File: src/rtl/spi_slave_pkg.sv
// Shared SPI types and constants for the slave (and the master on the same link).
package spi_pkg;
  localparam int SPI_DATA_W = 8;
  localparam int SPI_CNT_W  = $clog2(SPI_DATA_W);

  typedef enum logic [1:0] {IDLE, LOAD, SHIFT, DONE} spi_slv_state_t;
endpackage

File: src/rtl/spi_slave_if.sv
// Byte-level TX/RX handshake bundle between spi_slave and its local consumer.
interface spi_slave_if;
  import spi_pkg::*;
  logic [SPI_DATA_W-1:0] tx_data_i;
  logic                  tx_valid_i;
  logic                  tx_ready_o;
  logic [SPI_DATA_W-1:0] rx_data_o;
  logic                  rx_valid_o;
  logic                  rx_ready_i;
  logic                  rx_overrun_o;
  logic                  busy_o;

  modport slave  (input  tx_data_i, tx_valid_i, rx_ready_i,
                  output tx_ready_o, rx_data_o, rx_valid_o, rx_overrun_o, busy_o);
  modport master (output tx_data_i, tx_valid_i, rx_ready_i,
                  input  tx_ready_o, rx_data_o, rx_valid_o, rx_overrun_o, busy_o);
endinterface

File: src/rtl/spi_slave_edge_sync.sv
// Synchronizer chain plus one delay flop; emits synchronized level and edge strobes.
module spi_edge_sync #(
  parameter int   STAGES  = 2,
  parameter logic RST_VAL = 1'b0
) (
  input  logic clk_i,
  input  logic reset_i,
  input  logic d_i,
  output logic level_o,
  output logic rise_o,
  output logic fall_o
);
  logic [STAGES-1:0] sync_q, sync_d;
  logic              dly_q, dly_d;

  always_comb begin
    sync_d = {sync_q[STAGES-2:0], d_i};
    dly_d  = sync_q[STAGES-1];
  end

  always_ff @(posedge clk_i) begin
    if (reset_i) begin
      sync_q <= {STAGES{RST_VAL}};
      dly_q  <= RST_VAL;
    end else begin
      sync_q <= sync_d;
      dly_q  <= dly_d;
    end
  end

  assign level_o = sync_q[STAGES-1];
  assign rise_o  = level_o & ~dly_q;
  assign fall_o  = ~level_o & dly_q;
endmodule

File: src/rtl/spi_slave.sv
// SPI mode-0 byte responder, oversampled in clk_i. Define SPI_SLAVE_OVERRUN_EN to
// drop bytes arriving while rx_data_o is still unconsumed and raise a sticky overrun.
module spi_slave
  import spi_pkg::*;
#(
  parameter int                    SYNC_STAGES = 2,
  parameter logic [SPI_DATA_W-1:0] IDLE_BYTE   = 8'h00
) (
  input  logic          clk_i,
  input  logic          reset_i,
  input  logic          SCK,
  input  logic          CS,
  input  logic          MOSI,
  output logic          MISO,
  spi_slave_if.slave    bus
);
  logic sck_lvl, sck_rise, sck_fall;
  logic cs_lvl, cs_rise, cs_fall;
  logic mosi_lvl, mosi_rise, mosi_fall;
  logic unused_mosi_edges;

  // CS idles high, so its chain resets high to avoid a phantom select after reset.
  spi_edge_sync #(.STAGES(SYNC_STAGES), .RST_VAL(1'b0)) u_sck (
    .clk_i, .reset_i, .d_i(SCK), .level_o(sck_lvl), .rise_o(sck_rise), .fall_o(sck_fall));
  spi_edge_sync #(.STAGES(SYNC_STAGES), .RST_VAL(1'b1)) u_cs (
    .clk_i, .reset_i, .d_i(CS), .level_o(cs_lvl), .rise_o(cs_rise), .fall_o(cs_fall));
  spi_edge_sync #(.STAGES(SYNC_STAGES), .RST_VAL(1'b0)) u_mosi (
    .clk_i, .reset_i, .d_i(MOSI), .level_o(mosi_lvl), .rise_o(mosi_rise), .fall_o(mosi_fall));

  assign unused_mosi_edges = mosi_rise ^ mosi_fall ^ sck_lvl;

  spi_slv_state_t        state_q, state_d;
  logic [SPI_CNT_W-1:0]  bit_cnt_q, bit_cnt_d;
  logic [SPI_DATA_W-1:0] shift_tx_q, shift_tx_d, shift_rx_q, shift_rx_d;
  logic [SPI_DATA_W-1:0] hold_q, hold_d, rx_data_q, rx_data_d;
  logic                  hold_full_q, hold_full_d;
  logic                  rx_valid_q, rx_valid_d;
  logic                  miso_q, miso_d;
  logic                  overrun_q, overrun_d;

  always_comb begin
    state_d     = state_q;
    bit_cnt_d   = bit_cnt_q;
    shift_tx_d  = shift_tx_q;
    shift_rx_d  = shift_rx_q;
    hold_d      = hold_q;
    hold_full_d = hold_full_q;
    rx_data_d   = rx_data_q;
    rx_valid_d  = rx_valid_q;
    miso_d      = miso_q;
    overrun_d   = overrun_q;

    if (rx_valid_q && bus.rx_ready_i) rx_valid_d = 1'b0;

    case (state_q)
      IDLE: begin
        miso_d    = 1'b0;
        bit_cnt_d = '0;
        if (cs_fall) state_d = LOAD;
      end
      LOAD: begin
        if (hold_full_q) begin
          shift_tx_d  = hold_q;
          hold_full_d = 1'b0;
        end else begin
          shift_tx_d  = IDLE_BYTE;
        end
        miso_d  = shift_tx_d[SPI_DATA_W-1];
        state_d = SHIFT;
      end
      SHIFT: begin
        if (sck_rise) begin
          shift_rx_d = {shift_rx_q[SPI_DATA_W-2:0], mosi_lvl};
          bit_cnt_d  = bit_cnt_q + 1'b1;
          if (bit_cnt_q == SPI_CNT_W'(SPI_DATA_W-1)) state_d = DONE;
        end
        // The falling edge that ends the previous byte must not shift the fresh MSB out.
        if (sck_fall && bit_cnt_q != '0) begin
          shift_tx_d = {shift_tx_q[SPI_DATA_W-2:0], 1'b0};
          miso_d     = shift_tx_d[SPI_DATA_W-1];
        end
      end
      DONE: begin
`ifdef SPI_SLAVE_OVERRUN_EN
        if (rx_valid_q && !bus.rx_ready_i) begin
          overrun_d = 1'b1;
        end else begin
          rx_data_d  = shift_rx_q;
          rx_valid_d = 1'b1;
        end
`else
        rx_data_d  = shift_rx_q;
        rx_valid_d = 1'b1;
`endif
        state_d = cs_lvl ? IDLE : LOAD;
      end
      default: state_d = IDLE;
    endcase

    if (cs_rise) begin
      state_d   = IDLE;
      bit_cnt_d = '0;
      miso_d    = 1'b0;
    end

    if (bus.tx_valid_i && !hold_full_q) begin
      hold_d      = bus.tx_data_i;
      hold_full_d = 1'b1;
    end
  end

  always_ff @(posedge clk_i) begin
    if (reset_i) begin
      state_q     <= IDLE;
      bit_cnt_q   <= '0;
      shift_tx_q  <= '0;
      shift_rx_q  <= '0;
      hold_q      <= '0;
      hold_full_q <= 1'b0;
      rx_data_q   <= '0;
      rx_valid_q  <= 1'b0;
      miso_q      <= 1'b0;
      overrun_q   <= 1'b0;
    end else begin
      state_q     <= state_d;
      bit_cnt_q   <= bit_cnt_d;
      shift_tx_q  <= shift_tx_d;
      shift_rx_q  <= shift_rx_d;
      hold_q      <= hold_d;
      hold_full_q <= hold_full_d;
      rx_data_q   <= rx_data_d;
      rx_valid_q  <= rx_valid_d;
      miso_q      <= miso_d;
      overrun_q   <= overrun_d;
    end
  end

  assign MISO           = miso_q;
  assign bus.tx_ready_o = ~hold_full_q;
  assign bus.rx_data_o  = rx_data_q;
  assign bus.rx_valid_o = rx_valid_q;
  assign bus.busy_o     = (state_q == SHIFT);
`ifdef SPI_SLAVE_OVERRUN_EN
  assign bus.rx_overrun_o = overrun_q;
`else
  assign bus.rx_overrun_o = 1'b0;
  logic unused_overrun;
  assign unused_overrun = overrun_q ^ overrun_d;
`endif
endmodule

File: src/flat_wrapper.sv
// flat-port wrapper written by rule: the top's interface ports become plain ports
module spi_slave_flat import spi_pkg::*;
#(
  parameter int                    SYNC_STAGES = 2,
  parameter logic [SPI_DATA_W-1:0] IDLE_BYTE   = 8'h00
)
  (clk_i, reset_i, SCK, CS, MOSI, MISO, bus_tx_data_i, bus_tx_valid_i, bus_rx_ready_i, bus_tx_ready_o, bus_rx_data_o, bus_rx_valid_o, bus_rx_overrun_o, bus_busy_o);
  spi_slave_if bus_i ();
  input  logic clk_i;
  input  logic reset_i;
  input  logic SCK;
  input  logic CS;
  input  logic MOSI;
  output logic MISO;
  input wire logic [$bits(bus_i.tx_data_i)-1:0] bus_tx_data_i;
  input wire logic [$bits(bus_i.tx_valid_i)-1:0] bus_tx_valid_i;
  input wire logic [$bits(bus_i.rx_ready_i)-1:0] bus_rx_ready_i;
  output wire logic [$bits(bus_i.tx_ready_o)-1:0] bus_tx_ready_o;
  output wire logic [$bits(bus_i.rx_data_o)-1:0] bus_rx_data_o;
  output wire logic [$bits(bus_i.rx_valid_o)-1:0] bus_rx_valid_o;
  output wire logic [$bits(bus_i.rx_overrun_o)-1:0] bus_rx_overrun_o;
  output wire logic [$bits(bus_i.busy_o)-1:0] bus_busy_o;
  assign bus_i.tx_data_i = bus_tx_data_i;
  assign bus_i.tx_valid_i = bus_tx_valid_i;
  assign bus_i.rx_ready_i = bus_rx_ready_i;
  assign bus_tx_ready_o = bus_i.tx_ready_o;
  assign bus_rx_data_o = bus_i.rx_data_o;
  assign bus_rx_valid_o = bus_i.rx_valid_o;
  assign bus_rx_overrun_o = bus_i.rx_overrun_o;
  assign bus_busy_o = bus_i.busy_o;
  spi_slave #(.SYNC_STAGES(SYNC_STAGES), .IDLE_BYTE(IDLE_BYTE)) u_core (.clk_i(clk_i), .reset_i(reset_i), .SCK(SCK), .CS(CS), .MOSI(MOSI), .MISO(MISO), .bus(bus_i));
endmodule
File: config.mk
export PLATFORM = sky130hd
export DESIGN_NAME = spi_slave_flat
export DESIGN_NICKNAME = d
export VERILOG_FILES = /design/src/rtl/spi_slave_pkg.sv /design/src/rtl/spi_slave_if.sv /design/src/rtl/spi_slave_edge_sync.sv /design/src/rtl/spi_slave.sv /design/src/flat_wrapper.sv
export SDC_FILE = /design/constraint.sdc
export NUM_CORES = 1
export LEC_CHECK = 0
export ABC_CLOCK_PERIOD_IN_PS = 2100
export CORE_ASPECT_RATIO = 1.4
export CORE_MARGIN = 2
export CORE_UTILIZATION = 35
export DETAILED_ROUTE_END_ITERATION = 6
export GPL_ROUTABILITY_DRIVEN = 0
export SYNTH_ARGS = -nofsm -noshare
export SYNTH_HDL_FRONTEND = slang
export SYNTH_SLANG_ARGS = --single-unit
File: constraint.sdc
create_clock -name clk_i -period 2.1 [get_ports clk_i]
set_input_delay 0.315 -clock clk_i [delete_from_list [all_inputs] [get_ports clk_i]]
set_output_delay 0.315 -clock clk_i [all_outputs]
set_load 0.03 [all_outputs]
==> results of run 1 <==
[per-stage QoR]
step | instances | instance area [um2] | hold WS (ns) | setup slack (ns) | total power (uW)
6_report | 314 | 2380 | 0.4282 | 0.1602 | 1884
3_3_place_gp | 306 | 2288 | 0.3956 | 0.3733 | 1363
5_1_grt | 314 | 2380 | 0.4631 | 0.06045 | 2002
3_5_place_dp | 306 | 2288 | 0.4047 | 0.3121 | 1363
4_1_cts | 314 | 2380 | 0.4336 | 0.1322 | 1916
2_1_floorplan | 222 | 1984 | 0.3895 | 0.3998 | 1267
[path summary, 6_finish.rpt]
path,from,end,slack (ns),depth (start not counted)
setup / recovery,u_core.state_q[0],bus_busy_o,0.16,3
hold reg to reg,u_core.u_cs.sync_q[0],u_core.u_cs.sync_q[1],0.43,1
hold / removal,u_core.u_cs.sync_q[0],u_core.u_cs.sync_q[1],0.43,1
setup reg to reg,u_core.state_q[0],u_core.shift_tx_q[5],0.32,6
[cell families after synthesis]
| logic type | count (synthesis) | share of synthesized area, % |
|---|---|---|
| muxes | 16 | 8.449 |
| AOI/OAI and AO/OA | 35 | 10.97 |
| DFF | 47 | 47.41 |
| and+or+nand+nor | 94 | 23.46 |
| buffers and inverters | 22 | 5.107 |
| other | 1 | 0.1890 |
| adders and majority gates | 7 | 4.413 |
[registers in the layout, indices dropped and copies added, names as in the netlist]
signal and flops:
u_core.bus.rx_data_o 8, u_core.hold_q 8, u_core.shift_rx_q 8, u_core.shift_tx_q 7, u_core.bit_cnt_q 3, u_core.state_q 2
u_core.u_cs.sync_q 2, u_core.u_mosi.sync_q 2, u_core.u_sck.sync_q 2, u_core.MISO 1, u_core.bus.rx_valid_o 1, u_core.hold_full_q 1
u_core.u_cs.dly_q 1, u_core.u_sck.dly_q 1
[report_power, final]
group	internal, uW	total [uW]	leakage, uW	switching [uW]
registers	927	962	0.000382	35.2
clock network	239	543	0.0000485	305
logic	173	378	0.000458	205
[Yosys cell counts (2+ instances only)]
| cell type | instances |
|---|---|
| a21oi_1 | 27 |
| buf_2 | 9 |
| buf_4 | 2 |
| clkbuf_1 | 2 |
| dfxtp_1 | 47 |
| ha_1 | 7 |
| inv_1 | 8 |
| mux2_1 | 6 |
| mux2i_1 | 10 |
| nand2_1 | 45 |
| nand2b_1 | 5 |
| nand3_1 | 6 |
| nand3b_1 | 8 |
| nor2_1 | 10 |
| nor2b_1 | 13 |
| or2_2 | 2 |
[per-layer routing]
layer,vias up,GRT usage (%)
met5,-,0
met4,0,5.952
met3,5,2.888
met2,22,22.47
met1,694,14.65
li1,779,-
[cell type report]
type | count | area [um2] | share of cell area (%)
Clock buffer | 5 | 68.82 | 2.892
Clock inverter | 3 | 22.52 | 0.9464
Inverter | 8 | 30.03 | 1.262
Multi-Input combinational cell | 153 | 942.2 | 39.59
Sequential cell | 47 | 940.9 | 39.54
Tap cell | 68 | 85.08 | 3.575
Timing Repair Buffer | 30 | 290.3 | 12.20
==> impl_results.md, run 1 <==
- Synth Register Bits: 47
- Hold-fix buffers at CTS: 0
- HP Class: reg -> reg
- Final-report max-slew violation count: 0
- Status: completed
- Clock skew: roughly 0.012 ns
- Nets: approximately 270
- Final worst-path cycle share: between 90% and 100%
- Fillers: ~540
- Synth Net Count: 244
- Die Wd: 67.64 um
- PD cells: 791.5 mW/mm2
- TNS Setup: 0 ns
- Post-Syn Area: between 0.0015 and 0.002 mm2
- Share of the synthesized area in the top cell type: a little under half
- First-pass GRT wire length: roughly 6300 um
- Initial antenna violation count: 0
- RSZ-0062 raised after global routing: no
- Clk_lat worst skew: 0.30 ns
- Critical path type: reg -> out
- Syn avg cell area: 8.939 um2
- Post-synth cell types: 31
- Largest net degree at the start of global routing: 31
- Initial Util: 36.18%
- Total wire length: about 3600 um
- Core Util, Final: roughly 43%
- Main synth FF type: dfxtp_1
- Req. time, crit path: about 1.8 ns
- Metal-1 WL: 1546 um
- CTS tree: done
- Clock-pin slew of the registers on the worst-case setup and hold paths: 0.08 ns
- Area delta synth->final: 19.92%
- TritonCTS buffer count: 5
- Post-Syn Instances: 222
- Cell family with most CP delay: buffers and inverters
- Final setup viols: 0
- # rows: 32
- Initial drt markers: 42
- Slowest CP cell: clkdlybuf4s50_1
- DR vias/cell: about 4.8
- DRT Pass-1 Iters: 4
- Sequential fraction of the synthesis area: approximately 47%
- Vias in the first global route: about 1,400
- Total of warnings raised by yosys: 0
- Final Critical Period: between 1.5 and 2 ns
- Port Buffers: 26
- Post-synth EDFFs: 0
- Postcts setup bufs: 0
- Clock Path Buffers: 2
- Highest Clock Rate: between 500 and 600 MHz
- # diodes: 0
- Htree depth: 2
- Worst Path Arrival: between 1.5 and 2 ns
- Post-cts sizing count: 0
- Routed wl met3: 107 um
- CP Launch Type: flip-flop
- Die area: about 0.0063 mm2
- Critical Path, Cell by Cell: inv_1 -> ha_1 -> clkdlybuf4s50_1
- Wirelength per Cell: about 11 um
- CP max FO: 5
- Most common cell after layout, fill and taps aside: dfxtp_1
- Residual DRC: 0
- Via count: about 1,500
- Clock root buffer: clkbuf_8
- WL met2: around 1800 um
- Yosys top cell by area: dfxtp_1
- GRT Util Overall: about 13%
- Worst vdd ir: ~0.52 mV
- Die H: around 93 um
- Fraction of registers with async set/reset: 0%
- Max-cap violation count: 0
- Io pins: 28
- Commonest cells after routing, fill and taps aside: dfxtp_1, nand2_1, a21oi_1
- CP endpoint kind: output port
- Final Hold Fails: 0
- Clk sinks: 47
- Grt total ovfl: 0
- Top Metal Used: met4
- P_leak: between 0.0008 and 0.0009 uW
- Bufs and invs on worst path: 2
- Final ANT Viol Nets: 0
- Share of cells above drive strength 1: between 6 and 7%
- Dpl hpwl: 2481 um
- Slowest stage delay, CP: ~0.60 ns
- Synth area leaders: dfxtp_1, nand2_1, a21oi_1, mux2i_1, ha_1
- Core ar.: roughly 0.0055 mm2
No activity file was read; power rests on OpenSTA's default activity.
==> run 2, diff against run 1 <==
Settings changed: TNS_END_PERCENT from default to 1.
==> results of run 2 <==
Final layout, timing and power as in run 1 (identical DEF).
==> run 3, diff against run 2 <==
Settings changed: ABC_AREA from default to 1, CELL_PAD_IN_SITES_DETAIL_PLACEMENT from default to 1, CELL_PAD_IN_SITES_GLOBAL_PLACEMENT from default to 1, PLACE_DENSITY_LB_ADDON from default to 0.1.
==> impl_results.md, run 3 <==
- PD cells: between 1000 and 1500 mW/mm2
- Total wire length: roughly 4400 um
- Area delta synth->final: 21.90%
- Bufs and invs on worst path: 2
- CP max FO: 4
- Share of the synthesized area in the top cell type: ~47%
- CP Launch Type: flip-flop
- Post-synth top cells: dfxtp_1, nand2_1, nor2_1, inv_1, o21ai_0
- Final Hold Fails: 0
- Most frequent cell after synthesis: dfxtp_1
- Slowest stage delay, CP: 0.68 ns
- Slowest CP cell: clkdlybuf4s50_1
- Clk_lat worst skew: about 0.3 ns
- Synth Net Count: ~290
- # diodes: 0
- Clock root buffer: clkbuf_8
- Post-synth cell types: 25
- Nets: about 310
- Via count: approximately 1,700
- Core Util, Final: around 44%
- Vias in the first global route: 1,765
- Hold WS: just over 0.4 ns
- Initial Util: 36.25%
- Dpl hpwl: between 3000 and 4000 um
- Final Critical Period: between 1.5 and 2 ns
- Placed instance count: ~350
- Post-Syn Area: approximately 0.002 mm2
- Largest net degree at the start of global routing: 21
- Clock Path Buffers: 2
- DRT Pass-1 Iters: 4
- RSZ-0062 raised after global routing: no
- Clock-pin slew of the registers on the worst-case setup and hold paths: ~0.09 ns
- Htree depth: 2
- Sequential fraction of the synthesis area: approximately 47%
- Final-report max-slew violation count: 0
- Final worst-path cycle share: around 92%
- TritonCTS buffer count: 5
- Port Buffers: 26
- Core ar.: between 0.005 and 0.006 mm2
- Status: completed
- Initial antenna violation count: 0
- # rows: 32
- Grt total ovfl: 0
- Commonest cells after routing, fill and taps aside: dfxtp_1, nand2_1, nor2_1
- HP Class: reg -> reg
- DR vias/cell: around 4.7
- Worst r2r src: u_core.state_q[0]
- Total of warnings raised by yosys: 0
- Clock skew: approximately 0.0096 ns
- Post-Syn Instances: 263
- Residual DRC: 0
- Wirelength per Cell: 12.29 um
- GRT Util Overall: 15.90%
- CTS tree: done
- Die area: between 0.006 and 0.007 mm2
- CP endpoint kind: output port
- Io pins: 28
- Share of cells above drive strength 1: approximately 8.6%
- Most common cell after layout, fill and taps aside: dfxtp_1
- Reg2Reg Setup Slack: 0.52 ns
- Hold_sp: u_core.u_mosi.sync_q[0]
- Final setup viols: 0
- Syn avg cell area: 7.560 um2
- Post-synth EDFFs: 0
- Final ANT Viol Nets: 0
- Hold-fix buffers at CTS: 0
- Setup crit start: u_core.state_q[0]
- Critical path type: reg -> out
- Post-cts sizing count: 0
- P_leak: about 0.0011 uW
- Worst Path Arrival: ~1.6 ns
- Critical Path, Cell by Cell: inv_1 -> ha_1 -> clkdlybuf4s50_1
- First-pass GRT wire length: around 7600 um
- Postcts setup bufs: 0
- Cell family with most CP delay: buffers and inverters
- Max-cap violation count: 0
- Synth Register Bits: 47
- Die Wd: roughly 68 um
- Die H: 93.18 um
- Main synth FF type: dfxtp_1
- Layout Cells excl Fill: 359
- Worst vdd ir: between 0.3 and 0.4 mV
- Synth area leaders: dfxtp_1, nand2_1, nor2_1, inv_1, o21ai_0
- Fillers: ~690
- Fraction of registers with async set/reset: 0%
- Highest Clock Rate: 518.5 MHz
- Req. time, crit path: 1.78 ns
- Yosys top cell by area: dfxtp_1
- TNS Setup: 0 ns
- Clk sinks: 47
- Initial drt markers: 33
## run 3: cell count changes in the layout (fill, tap and decap cells not counted), moves of 7 or more
cell,delta
inv_1,+22
mux2i_1,-10
nor2_1,+34
o21ai_0,+21
nand3_1,+10
nor2b_1,-13
nand3b_1,-7
## run 3: cell type report
class	count	area (um2)	share of cell area (%)
Timing Repair Buffer	31	297.8	12.29
Inverter	33	123.9	5.111
Clock buffer	5	68.82	2.839
Tap cell	68	85.08	3.511
Sequential cell	47	940.9	38.82
Clock inverter	3	67.56	2.788
Multi-Input combinational cell	172	839.6	34.64
## run 3: layer usage
layer / part of all wire (%) / global-route usage (%) / vias up
li1: - / - / 871
met5: 0 / 0 / -
met4: 1.1 / 5.442 / 0
met1: 42 / 16.33 / 780
met3: 2.9 / 3.369 / 4
met2: 54 / 30.31 / 18
## run 3: worst register-to-register path, cell delays in order (launching register included)
cell	delay (ns)
dfxtp_1	0.38
inv_1	0.10
ha_1	0.22
buf_4	0.16
nand3_1	0.11
clkinv_1	0.22
o21ai_0	0.22
a21oi_1	0.06
## run 3: where the power goes
group | total, uW | switching [uW] | internal, uW
clock network | 792 | 317 | 475
registers | 1070 | 62.0 | 1010
logic | 705 | 427 | 277
## run 3: worst paths after layout
check	endpoint	depth (start not counted)
max	bus_busy_o	3
min	u_core.u_mosi.sync_q[1]	2
max reg2reg	u_core.bit_cnt_q[0]	7
min reg2reg	u_core.u_mosi.sync_q[1]	2
## run 3: per-stage QoR
| step | power, uW | worst slack (ns) | cell area (um2) |
|---|---|---|---|
| floorplan | 1609 | 0.5370 | 1988 |
| global placement | 1794 | 0.4945 | 2287 |
| detailed placement | 1807 | 0.4911 | 2287 |
| CTS | 2606 | 0.1500 | 2424 |
| global route | 2735 | 0.06940 | 2424 |
| finish | 2566 | 0.1715 | 2424 |
## run 3: kinds of logic after synthesis
kind of cell,Yosys count,synth area share [%]
adders and majority gates,7,4.405
DFF,47,47.33
buffers and inverters,44,10.45
other,1,0.1886
and+or+nand+nor,116,25.43
AOI/OAI and AO/OA,48,12.21
